### config.mk
export PLATFORM = sky130hd
export DESIGN_NAME = freq_meas_ctrl
export DESIGN_NICKNAME = d
export VERILOG_FILES = /design/src/rtl/freq_meas_pkg.sv /design/src/rtl/freq_meas_ctrl_sig_sync_edge.sv /design/src/rtl/freq_meas_ctrl.sv
export SDC_FILE = /design/constraint.sdc
export NUM_CORES = 1
export LEC_CHECK = 0
export ABC_AREA = 1
export CAP_MARGIN = 20
export CORE_AREA = 2 2 260 262
export CTS_CLUSTER_SIZE = 24
export DETAILED_ROUTE_END_ITERATION = 7
export DIE_AREA = 0 0 262 264
export SLEW_MARGIN = 30
export SYNTH_ARGS = -nofsm -noshare
export SYNTH_HDL_FRONTEND = slang
export SYNTH_HIERARCHICAL = 1
export SYNTH_SLANG_ARGS = --single-unit
### constraint.sdc
create_clock -name CLK -period 7.1 [get_ports CLK]
set_clock_uncertainty 0.1 [all_clocks]
set_input_delay 1.42 -clock CLK [delete_from_list [all_inputs] [get_ports CLK]]
set_output_delay 1.42 -clock CLK [all_outputs]
set_load 0.005 [all_outputs]
### src/rtl/freq_meas_pkg.sv
//==============================================================================
// freq_meas_pkg: shared widths, state codes and quotient saturation helper.
// Revision: 1.0
//==============================================================================
`default_nettype none

package freq_meas_pkg;

  localparam int CNT_W = 32;
  localparam int DIV_W = 64;
  localparam int ST_W  = 4;

  localparam logic [ST_W-1:0] ST_IDLE    = 4'd0;
  localparam logic [ST_W-1:0] ST_ARM     = 4'd1;
  localparam logic [ST_W-1:0] ST_GATE    = 4'd2;
  localparam logic [ST_W-1:0] ST_CLOSE   = 4'd3;
  localparam logic [ST_W-1:0] ST_MUL     = 4'd4;
  localparam logic [ST_W-1:0] ST_START   = 4'd5;
  localparam logic [ST_W-1:0] ST_WAIT_LO = 4'd6;
  localparam logic [ST_W-1:0] ST_WAIT_HI = 4'd7;
  localparam logic [ST_W-1:0] ST_CAPTURE = 4'd8;
  localparam logic [ST_W-1:0] ST_TOUT    = 4'd9;

  function automatic logic [CNT_W-1:0] sat_quotient(input logic [DIV_W-1:0] q);
    return (|q[DIV_W-1:CNT_W]) ? {CNT_W{1'b1}} : q[CNT_W-1:0];
  endfunction

endpackage

`default_nettype wire

### src/rtl/freq_meas_ctrl_sig_sync_edge.sv
//==============================================================================
// sig_sync_edge: 2-FF synchronizer with a registered rising-edge pulse.
// Revision: 1.0
//==============================================================================
`default_nettype none

module sig_sync_edge (
  input  logic clk,
  input  logic rst_n,
  input  logic async_in,
  output logic level,
  output logic rise
);

  logic meta;
  logic sync;
  logic prev;

  always_ff @(posedge clk or negedge rst_n) begin
    if (!rst_n) begin
      meta <= 1'b0;
      sync <= 1'b0;
      prev <= 1'b0;
      rise <= 1'b0;
    end else begin
      meta <= async_in;
      sync <= meta;
      prev <= sync;
      rise <= sync & ~prev;
    end
  end

  assign level = sync;

endmodule

`default_nettype wire

### src/rtl/freq_meas_ctrl.sv
//==============================================================================
// freq_meas_ctrl: reciprocal frequency counter feeding an external 64/32 divider.
// Optional FREQ_ROUND_EN: round-to-nearest dividend, one extra MUL cycle.
// Revision: 1.0
//==============================================================================
`default_nettype none

module freq_meas_ctrl
  import freq_meas_pkg::*;
#(
  parameter int unsigned REF_HZ         = 64000000,
  parameter int unsigned GATE_CYCLES    = 64000000,
  parameter int unsigned TIMEOUT_CYCLES = 128000000
) (
  input  logic             CLK,
  input  logic             RST_N,
  input  logic             Meas_En,
  input  logic             Sig_In,
  output logic [DIV_W-1:0] Div_Dividend,
  output logic [CNT_W-1:0] Div_Divisor,
  output logic             Div_Start,
  input  logic             Div_Done,
  input  logic [DIV_W-1:0] Div_Quotient,
  output logic [CNT_W-1:0] Freq_Hz,
  output logic             Freq_Valid,
  output logic             Timeout
);

  localparam logic [CNT_W-1:0] GATE_LAST   = CNT_W'(GATE_CYCLES - 1);
  localparam logic [CNT_W-1:0] CLOSE_LIMIT = CNT_W'(GATE_CYCLES + TIMEOUT_CYCLES);
  localparam logic [CNT_W-1:0] ARM_LIMIT   = CNT_W'(TIMEOUT_CYCLES);

  logic [ST_W-1:0]  state;
  logic [CNT_W-1:0] nx;
  logic [CNT_W-1:0] nb;
  logic [CNT_W-1:0] tmr;
  logic [DIV_W-1:0] dividend;
  logic [CNT_W-1:0] divisor;
  logic             div_start;
  logic [CNT_W-1:0] freq_hz;
  logic             freq_valid;
  logic             timeout;

  logic sig_level;
  logic sig_rise;
  logic done_s;
  logic done_rise;
  logic unused_sync;

  logic [DIV_W-1:0] product;
  logic [CNT_W-1:0] nb_inc;
  logic [CNT_W-1:0] tmr_inc;

`ifdef FREQ_ROUND_EN
  logic mul_phase;
`endif

  sig_sync_edge u_sig_sync (
    .clk      (CLK),
    .rst_n    (RST_N),
    .async_in (Sig_In),
    .level    (sig_level),
    .rise     (sig_rise)
  );

  sig_sync_edge u_done_sync (
    .clk      (CLK),
    .rst_n    (RST_N),
    .async_in (Div_Done),
    .level    (done_s),
    .rise     (done_rise)
  );

  assign unused_sync = sig_level ^ done_rise;

  // REF_HZ < 2^31 keeps the product below 2^63
  assign product = DIV_W'(nx) * DIV_W'(REF_HZ);
  assign nb_inc  = nb + 1'b1;
  assign tmr_inc = tmr + 1'b1;

  always_ff @(posedge CLK or negedge RST_N) begin
    if (!RST_N) begin
      state      <= ST_IDLE;
      nx         <= '0;
      nb         <= '0;
      tmr        <= '0;
      dividend   <= '0;
      divisor    <= '0;
      div_start  <= 1'b0;
      freq_hz    <= '0;
      freq_valid <= 1'b0;
      timeout    <= 1'b0;
`ifdef FREQ_ROUND_EN
      mul_phase  <= 1'b0;
`endif
    end else begin
      div_start  <= 1'b0;
      freq_valid <= 1'b0;
      case (state)
        ST_IDLE: begin
          tmr <= '0;
          if (Meas_En) state <= ST_ARM;
        end
        ST_ARM: begin
          if (!Meas_En) begin
            state <= ST_IDLE;
          end else if (sig_rise) begin
            state <= ST_GATE;
            nx    <= '0;
            nb    <= '0;
            tmr   <= '0;
          end else if (tmr_inc == ARM_LIMIT) begin
            state      <= ST_TOUT;
            freq_hz    <= '0;
            freq_valid <= 1'b1;
            timeout    <= 1'b1;
          end else begin
            tmr <= tmr_inc;
          end
        end
        ST_GATE: begin
          if (!Meas_En) begin
            state <= ST_IDLE;
          end else begin
            nb <= nb_inc;
            if (sig_rise) nx <= nx + 1'b1;
            if (nb_inc == GATE_LAST) state <= ST_CLOSE;
          end
        end
        ST_CLOSE: begin
          if (!Meas_En) begin
            state <= ST_IDLE;
          end else begin
            nb <= nb_inc;
            if (sig_rise) begin
              nx    <= nx + 1'b1;
              state <= ST_MUL;
`ifdef FREQ_ROUND_EN
              mul_phase <= 1'b0;
`endif
            end else if (nb_inc == CLOSE_LIMIT) begin
              state      <= ST_TOUT;
              freq_hz    <= '0;
              freq_valid <= 1'b1;
              timeout    <= 1'b1;
            end
          end
        end
        ST_MUL: begin
          divisor <= nb;
`ifdef FREQ_ROUND_EN
          if (!mul_phase) begin
            dividend  <= product;
            mul_phase <= 1'b1;
          end else begin
            dividend  <= dividend + DIV_W'(nb >> 1);
            div_start <= 1'b1;
            state     <= ST_START;
          end
`else
          dividend  <= product;
          div_start <= 1'b1;
          state     <= ST_START;
`endif
        end
        ST_START: state <= ST_WAIT_LO;
        // a stale done level from the previous operation must drop first
        ST_WAIT_LO: if (!done_s) state <= ST_WAIT_HI;
        ST_WAIT_HI: begin
          if (done_s) begin
            freq_hz    <= sat_quotient(Div_Quotient);
            freq_valid <= 1'b1;
            timeout    <= 1'b0;
            state      <= ST_CAPTURE;
          end
        end
        ST_CAPTURE, ST_TOUT: begin
          tmr   <= '0;
          state <= Meas_En ? ST_ARM : ST_IDLE;
        end
        default: state <= ST_IDLE;
      endcase
    end
  end

  assign Div_Dividend = dividend;
  assign Div_Divisor  = divisor;
  assign Div_Start    = div_start;
  assign Freq_Hz      = freq_hz;
  assign Freq_Valid   = freq_valid;
  assign Timeout      = timeout;

endmodule

`default_nettype wire

==> qor.yml, run 1 <==
cts.clk_slew.worst_paths_ps: 60
wirelength_um: 57170
fill_cells: 7052
core-area_um2: 66560
clk_latency_ps: 590
drtPass1Iterations: 5
chipHeight_um: 264
postCtsSetupBuffers: 0
hold_viol: 0
wl_per_cell_um: 15.68
drt_iter0_drc: 1216
cts-hold-fix-buffers: 0
crit_buf_inv: 4
antenna_found_initial: 1
path_cells: "inv_1 -> fa_1 -> inv_1 -> fa_1 -> fa_1 -> fa_1 -> ha_1 -> inv_1 -> fa_1 -> inv_1 -> ha_1 -> nand2_1 -> o21ai_0 -> a21oi_1 -> o21ai_0 -> a21oi_1 -> xor2_1 -> o21ai_0"
start_util_pct: 29.49
post-route-min-period_ps: 6170
cts_tree: "built"
grt_pass1_wl_um: 92320
slew_violations: 0
fin_crit_sh_pct: 86.91
yosys_warnings: 6
critPathSlowestCell: "fa_1"
drtAntennaViolNets: 0
cp_top_family: "adder cells"
syn_area_um2: 19630
worstSetupPathType: "reg2reg"
cts_buffers: 28
cap_violations: 0
viasPerCell: 4.717
status: "completed"
h-tree-depth: 1
first_global_vias: 16770
cts_sinks: 219
multi_input_area_um2: 12200
cp_data_required_time_ps: 7450
vias: 17200
critPathCaptureType: "flip-flop"
grtUsageTotal_pct: 16.56
die_width_um: 262
grt-ovfl-total: 0
place_congestion: 0.9120
slew_headroom_pct: 45.81
io_buffers: 181
worstPathMaxFanout: 8
cts_resized: 0
cpPeakStageDelay_ps: 600
grt_setup_unrepaired: "no"
syn_inst: 2585
fin_setup_tns_ps: 0
post-route-drc-count: 0
rows: 95
tightest_slew_ps: 812.9
worstHoldPathType: "reg2reg"
cts_buffer_depth: 3
cp.arrival_ps: 6520
fmax_mhz: 162.1
ioPinCount: 200
synth_area_per_cell_um2: 7.594
grt_max_degree: 131
worstSetupStartpointType: "flip-flop"
seqCellArea_um2: 5480
setup_viol: 0
cp_common_cell: "fa_1"
syn_to_final_growth_pct: 18.56
fin_nets: 3141
drive_gt1_share_pct: 4.075
cts_root_buf: "clkbuf_16"
dp_hpwl_um: 45090
die-area_um2: 69170
## per-layer routing
metal | routed length [µm] | track usage, %
met1 | 26410 | 23.49
met2 | 26920 | 27.01
met3 | 2814 | 2.044
met4 | 1023 | 3.359
met5 | 0 | 0
## cell type report
cell class | count | area share, %
Sequential cell | 219 | 23.55
Multi-Input combinational cell | 1878 | 52.44
Inverter | 429 | 6.929
Antenna cell | 1 | 0.01075
Clock inverter | 19 | 0.8978
Clock buffer | 33 | 3.177
Tap cell | 873 | 4.693
Timing Repair Buffer | 195 | 8.311
## through the flow
step / utilization (%) / hold WS, ps / area, µm² / worst slack [ps] / std cells
3_5_place_dp: 33.53 / 236.2 / 22320 / 976.6 / 3594
5_1_grt: 34.97 / 252.3 / 23270 / 652.4 / 3647
3_3_place_gp: 33.53 / 232.1 / 22320 / 840.1 / 3594
4_1_cts: 34.96 / 250.2 / 23270 / 954.3 / 3646
2_1_floorplan: - / 231.2 / 19700 / 1834 / 2602
6_report: 34.97 / 247.3 / 23270 / 929.7 / 3647
## placed cells by master, fill, tap and decap left out, types with 6 or more instances in the layout
cell	instances
o21bai_1	9
fa_1	135
clkdlybuf4s50_1	180
a21oi_1	117
nor2_1	275
or2_2	12
clkbuf_16	28
o21ai_0	134
xnor2_1	13
nand2_1	622
ha_1	186
inv_1	423
o22ai_1	24
nand3_1	102
nand2_2	9
clkinv_2	9
a31oi_1	24
buf_4	13
conb_1	18
nand4_1	89
nor2_2	13
xor2_1	22
dfrtp_1	219
nor3_1	17
nor4_1	16
nor2_4	6
## path summary, 6_finish.rpt
check | from | endpoint | slack, ps | cells past startpoint
worst max-delay path | nx[2]$_DFFE_PN0P_ | Div_Dividend[43]$_DFFE_PN0P_ | 930 | 18
worst min-delay path | u_done_sync/meta$_DFF_PN0_ | u_done_sync/level$_DFF_PN0_ | 250 | 0
worst max register to register | nx[2]$_DFFE_PN0P_ | Div_Dividend[43]$_DFFE_PN0P_ | 930 | 18
worst min register to register | u_done_sync/meta$_DFF_PN0_ | u_done_sync/level$_DFF_PN0_ | 250 | 0
max in group asynchronous | RST_N | nx[29]$_DFFE_PN0P_ | 4960 | 2
min in group asynchronous | RST_N | Div_Divisor[19]$_DFFE_PN0P_ | 680 | 1
## registers in the layout (all words and copies together), names as in the netlist
signal and flops:
u_sig_sync/level 1, tmr 32, u_sig_sync/rise 1, Freq_Valid 1
u_sig_sync/prev 1, Div_Dividend 46, nx 32, Div_Start 1
Div_Divisor 32, Timeout 1, u_done_sync/level 1, Freq_Hz 32
state 4, u_sig_sync/meta 1, nb 32, u_done_sync/meta 1
Power of run 1 is left out: the tool's default activity adds up to more than one toggle a clock period on the data nets, which glitch-free logic cannot reach.
==> run 2, diff against run 1 <==
--- a/config.mk
+++ b/config.mk
@@ -11,6 +11,7 @@
 export CTS_CLUSTER_SIZE = 24
 export DETAILED_ROUTE_END_ITERATION = 7
 export DIE_AREA = 0 0 262 264
+export MAX_ROUTING_LAYER = met4
 export SLEW_MARGIN = 30
 export SYNTH_ARGS = -nofsm -noshare
 export SYNTH_HDL_FRONTEND = slang
==> run 2 against run 1 <==
Worst hold slack hardly changed; cell area is 0.35% lower; worst setup slack worse by 120 ps; routed wire length is 0.25% higher; critical endpoint unchanged; register-to-register slack worse by 120 ps; maximum frequency is 1.9% lower; utilization is 0.12 points lower; non-clock buffer count is 2 lower.
==> qor.yml, run 2 (same netlist as run 1, synthesis figures left out) <==
start_util_pct: 29.49
worstSetupPathType: "reg2reg"
core-area_um2: 66560
critPathSlowestCell: "fa_1"
drt_iter0_drc: 1259
first_global_vias: 16940
cts.clk_slew.worst_paths_ps: 60
worstHoldPathType: "reg2reg"
postCtsSetupBuffers: 0
fin_crit_sh_pct: 88.58
min_path_cells: 0
dp_cells: 3592
antenna_found_initial: 0
hold_path_startpoint: "u_done_sync/meta$_DFF_PN0_"
clk_latency_ps: 580
tightest_slew_ps: 929.8
cap_violations: 0
place_congestion: 0.9300
critPathCaptureType: "flip-flop"
hold_viol: 0
cts_resized: 0
num_antenna_cells: 0
die_width_um: 262
grtUsageTotal_pct: 17.24
final_common_cell: "nand2_1"
fin_nets: 3138
fin_setup_tns_ps: 0
cp.arrival_ps: 6620
slew_violations: 0
wirelength_um: 57320
seqCellArea_um2: 5480
gr-usage-met1_pct: 24.29
cts_root_buf: "clkbuf_16"
dp_hpwl_um: 44840
grt_pass1_wl_um: 94060
postPlaceCellArea_um2: 22310
vias: 17300
cp_data_required_time_ps: 7430
cts-hold-fix-buffers: 0
multi_input_area_um2: 12200
r2r-start: "nx[4]$_DFFE_PN0P_"
final_cell_mix: "622 x nand2_1, 423 x inv_1, 275 x nor2_1, 219 x dfrtp_1, 186 x ha_1"
post-route-min-period_ps: 6289
r2r_cells: 20
rows: 95
reg2reg_slack_ps: 810
cts_buffers: 27
drive_gt1_share_pct: 3.828
status: "completed"
cts_tree: "built"
final_cell_count_no_fill: 3642
viasPerCell: 4.750
post-route-drc-count: 0
largest_reg_flops: 46
r2r_end: "Div_Dividend[43]$_DFFE_PN0P_"
die-area_um2: 69170
h-tree-depth: 1
crit_buf_inv: 6
ioPinCount: 200
cp_top_family: "adder cells"
wl_per_cell_um: 15.74
worstPathMaxFanout: 7
chipHeight_um: 264
drtAntennaViolNets: 0
grtUsageMet3_pct: 1.689
min_to: "u_done_sync/level$_DFF_PN0_"
grt-ovfl-total: 0
syn_to_final_growth_pct: 18.15
worstSetupStartpointType: "flip-flop"
busiest_layer: "met2"
slew_headroom_pct: 38.01
post-route-cell-area_um2: 23190
grt_max_degree: 131
fmax_mhz: 159.0
setup_viol: 0
path_cells: "inv_1 -> fa_1 -> inv_1 -> fa_1 -> fa_1 -> fa_1 -> ha_1 -> inv_1 -> fa_1 -> inv_1 -> ha_1 -> nand2_1 -> nor2_1 -> inv_1 -> nor2_1 -> inv_1 -> o21ai_0 -> a21oi_1 -> xor2_1 -> o21ai_0"
cpPeakStageDelay_ps: 580
cp_common_cell: "inv_1"
io_buffers: 181
fill_cells: 7117
drtPass1Iterations: 5
utilization_pct: 34.84
grt_util_met2_pct: 27.43
cts_sinks: 219
cts_buffer_depth: 3
grt_setup_unrepaired: "no"
-- run 2: changes by cell type in the layout (fill, tap and decap cells not counted) --
cell	change
inv_8	+1
clkinv_8	-1
clkinv_2	-3
buf_4	-2
inv_6	-2
bufinv_16	-1
diode_2	-1
clkinv_4	+2
clkbuf_16	-1
clkbuf_1	+3
-- run 2: how the worst max path moves through the flow --
stage	from	endpoint	cells past startpoint
floorplan	nx[11]$_DFFE_PN0P_	Div_Dividend[49]$_DFFE_PN0P_	20
global placement	nx[11]$_DFFE_PN0P_	Div_Dividend[38]$_DFFE_PN0P_	20
detailed placement	nx[4]$_DFFE_PN0P_	Div_Dividend[43]$_DFFE_PN0P_	20
CTS	nx[2]$_DFFE_PN0P_	Div_Dividend[43]$_DFFE_PN0P_	20
global route	nx[4]$_DFFE_PN0P_	Div_Dividend[43]$_DFFE_PN0P_	20
finish	nx[4]$_DFFE_PN0P_	Div_Dividend[43]$_DFFE_PN0P_	20
-- run 2: cell type report --
type	instances	area share (%)
clock buffer	35	3.129
clock inverter	15	0.6851
inverter	429	6.954
multi-input combinational	1878	52.62
sequential	219	23.63
tap	873	4.710
timing repair buffer	193	8.275
-- run 2: through the flow --
step | hold WS, ps | setup WS (ps)
after CTS | 249.7 | 773.9
after global placement | 233.5 | 724.6
after floorplan | 231.2 | 1834
after detailed placement | 235.5 | 808.3
after global routing | 255.5 | 384.7
final | 247.2 | 810.5
-- run 2: routing by layer --
metal / part of all wire, % / up-vias
met4: 1.0 / 0
li1: - / 8544
met1: 47 / 8369
met3: 4.4 / 42
met5: 0 / -
met2: 48 / 344
Power of run 2 is left out for the same reason.
==> run 3, diff against run 2 <==
--- a/config.mk
+++ b/config.mk
@@ -7,10 +7,10 @@
 export LEC_CHECK = 0
 export ABC_AREA = 1
 export CAP_MARGIN = 20
-export CORE_AREA = 2 2 260 262
+export CORE_AREA = 2 2 220 309
 export CTS_CLUSTER_SIZE = 24
 export DETAILED_ROUTE_END_ITERATION = 7
-export DIE_AREA = 0 0 262 264
+export DIE_AREA = 0 0 222 311
 export MAX_ROUTING_LAYER = met4
 export SLEW_MARGIN = 30
 export SYNTH_ARGS = -nofsm -noshare
==> run 3 against run 2 <==
Clock-buffer cell count is 4 lower; non-clock buffer count grew 4; maximum frequency rose by 4.6%; worst hold slack improved by 0.54 ps; critical path depth unchanged; critical endpoint is now Div_Dividend[49]$_DFFE_PN0P_; utilization up 0.39 points; routed wire length increased by 1.5%.
==> qor.yml, run 3 (same netlist as run 1, synthesis figures left out) <==
status: "completed"
grt_pass1_wl_um: 93500
wirelength_um: 58190
syn_to_final_growth_pct: 18.97
worstSetupStartpointType: "flip-flop"
die-area_um2: 69040
largest_reg_flops: 46
die_width_um: 222
cts_resized: 0
worstHoldPathType: "reg2reg"
cpPeakStageDelay_ps: 580
chipHeight_um: 311
antenna_found_initial: 0
worstSetupPathType: "reg2reg"
cp.arrival_ps: 6380
cap_violations: 0
io_buffers: 181
cts_buffers: 27
wl_per_cell_um: 16.04
post-route-cell-area_um2: 23350
cp_common_cell: "fa_1"
critPathCaptureType: "flip-flop"
final_common_cell: "nand2_1"
start_util_pct: 29.62
cts_sinks: 219
fin_setup_tns_ps: 0
postPlaceCellArea_um2: 22310
drtAntennaViolNets: 0
critPathSlowestCell: "fa_1"
clk_latency_ps: 580
cts-hold-fix-buffers: 0
drtPass1Iterations: 5
viasPerCell: 4.725
vias: 17140
cts.clk_slew.worst_paths_ps: 60
cp_top_family: "adder cells"
hold_path_startpoint: "u_sig_sync/meta$_DFF_PN0_"
drive_gt1_share_pct: 4.075
slew_headroom_pct: 41.78
core-area_um2: 66280
dp_cells: 3577
post-route-drc-count: 0
cts_tree: "built"
cts_buffer_depth: 3
fmax_mhz: 166.3
drt_iter0_drc: 927
rows: 112
cp_data_required_time_ps: 7470
hold_viol: 0
grt_max_degree: 125
fin_nets: 3142
ioPinCount: 200
post-route-min-period_ps: 6012
h-tree-depth: 1
critPathLaunch: "nx[7]$_DFFE_PN0P_"
cts_root_buf: "clkbuf_16"
path_cells: "inv_1 -> fa_1 -> inv_1 -> fa_1 -> fa_1 -> fa_1 -> ha_1 -> inv_1 -> fa_1 -> inv_1 -> ha_1 -> a21oi_1 -> o21ai_0 -> a21oi_1 -> o21bai_1 -> a21oi_1 -> o21bai_1 -> or2_2 -> nand3_1 -> nand2_1"
postCtsSetupBuffers: 0
grt_setup_unrepaired: "no"
grt-ovfl-total: 0
fin_crit_sh_pct: 84.68
setup_viol: 0
r2r-start: "nx[7]$_DFFE_PN0P_"
num_antenna_cells: 0
crit_buf_inv: 4
tightest_slew_ps: 865.3
slew_violations: 0
first_global_vias: 17140
grtUsageTotal_pct: 17.25
place_congestion: 0.9426
final_cell_count_no_fill: 3628
worstPathMaxFanout: 8
dp_hpwl_um: 45860
final_cell_mix: "623 x nand2_1, 423 x inv_1, 275 x nor2_1, 219 x dfrtp_1, 186 x ha_1"
## run 3: cell types whose count changed in the layout (fill, tap and decap cells not counted), sizes merged
cell,before,now
buf,13,17
clkinvlp,2,3
bufinv,2,6
clkinv,10,6
clkbuf,35,31
inv,430,433
## run 3: worst paths after layout
kind / endpoint / slack (ps) / cells after the start
worst max-delay path: Div_Dividend[49]$_DFFE_PN0P_ / 1090 / 20
worst min-delay path: u_sig_sync/level$_DFF_PN0_ / 250 / 0
worst max register to register: Div_Dividend[49]$_DFFE_PN0P_ / 1090 / 20
worst min register to register: u_sig_sync/level$_DFF_PN0_ / 250 / 0
max in group asynchronous: u_done_sync/meta$_DFF_PN0_ / 5300 / 2
min in group asynchronous: Div_Divisor[16]$_DFFE_PN0P_ / 590 / 1
## run 3: area by class of cell
cell class	instances	area, µm²
clock buffer	31	720.7
inverter	429	1612
clock inverter	19	292.8
tap	855	1070
timing repair buffer	197	1973
sequential	219	5480
fill	7003	42930
multi-input combinational	1878	12210
## run 3: per-stage QoR
stage               utilization, %  setup slack (ps)  hold WS [ps]
detailed placement           33.66              1034         234.7
global placement             33.65              1078         231.4
floorplan                        -              1834         231.2
global route                 35.23             767.4         271.8
CTS                          35.19              1050         248.9
finish                       35.23              1088         247.7
## run 3: routing by layer
layer / up-vias / wire, µm / track usage, %
met2: 331 / 30160 / 30.67
met5: - / 0 / -
met3: 116 / 1824 / 1.690
met1: 8135 / 24150 / 20.19
met4: 0 / 2058 / 6.189
li1: 8562 / - / -
Power of run 3 is left out for the same reason.
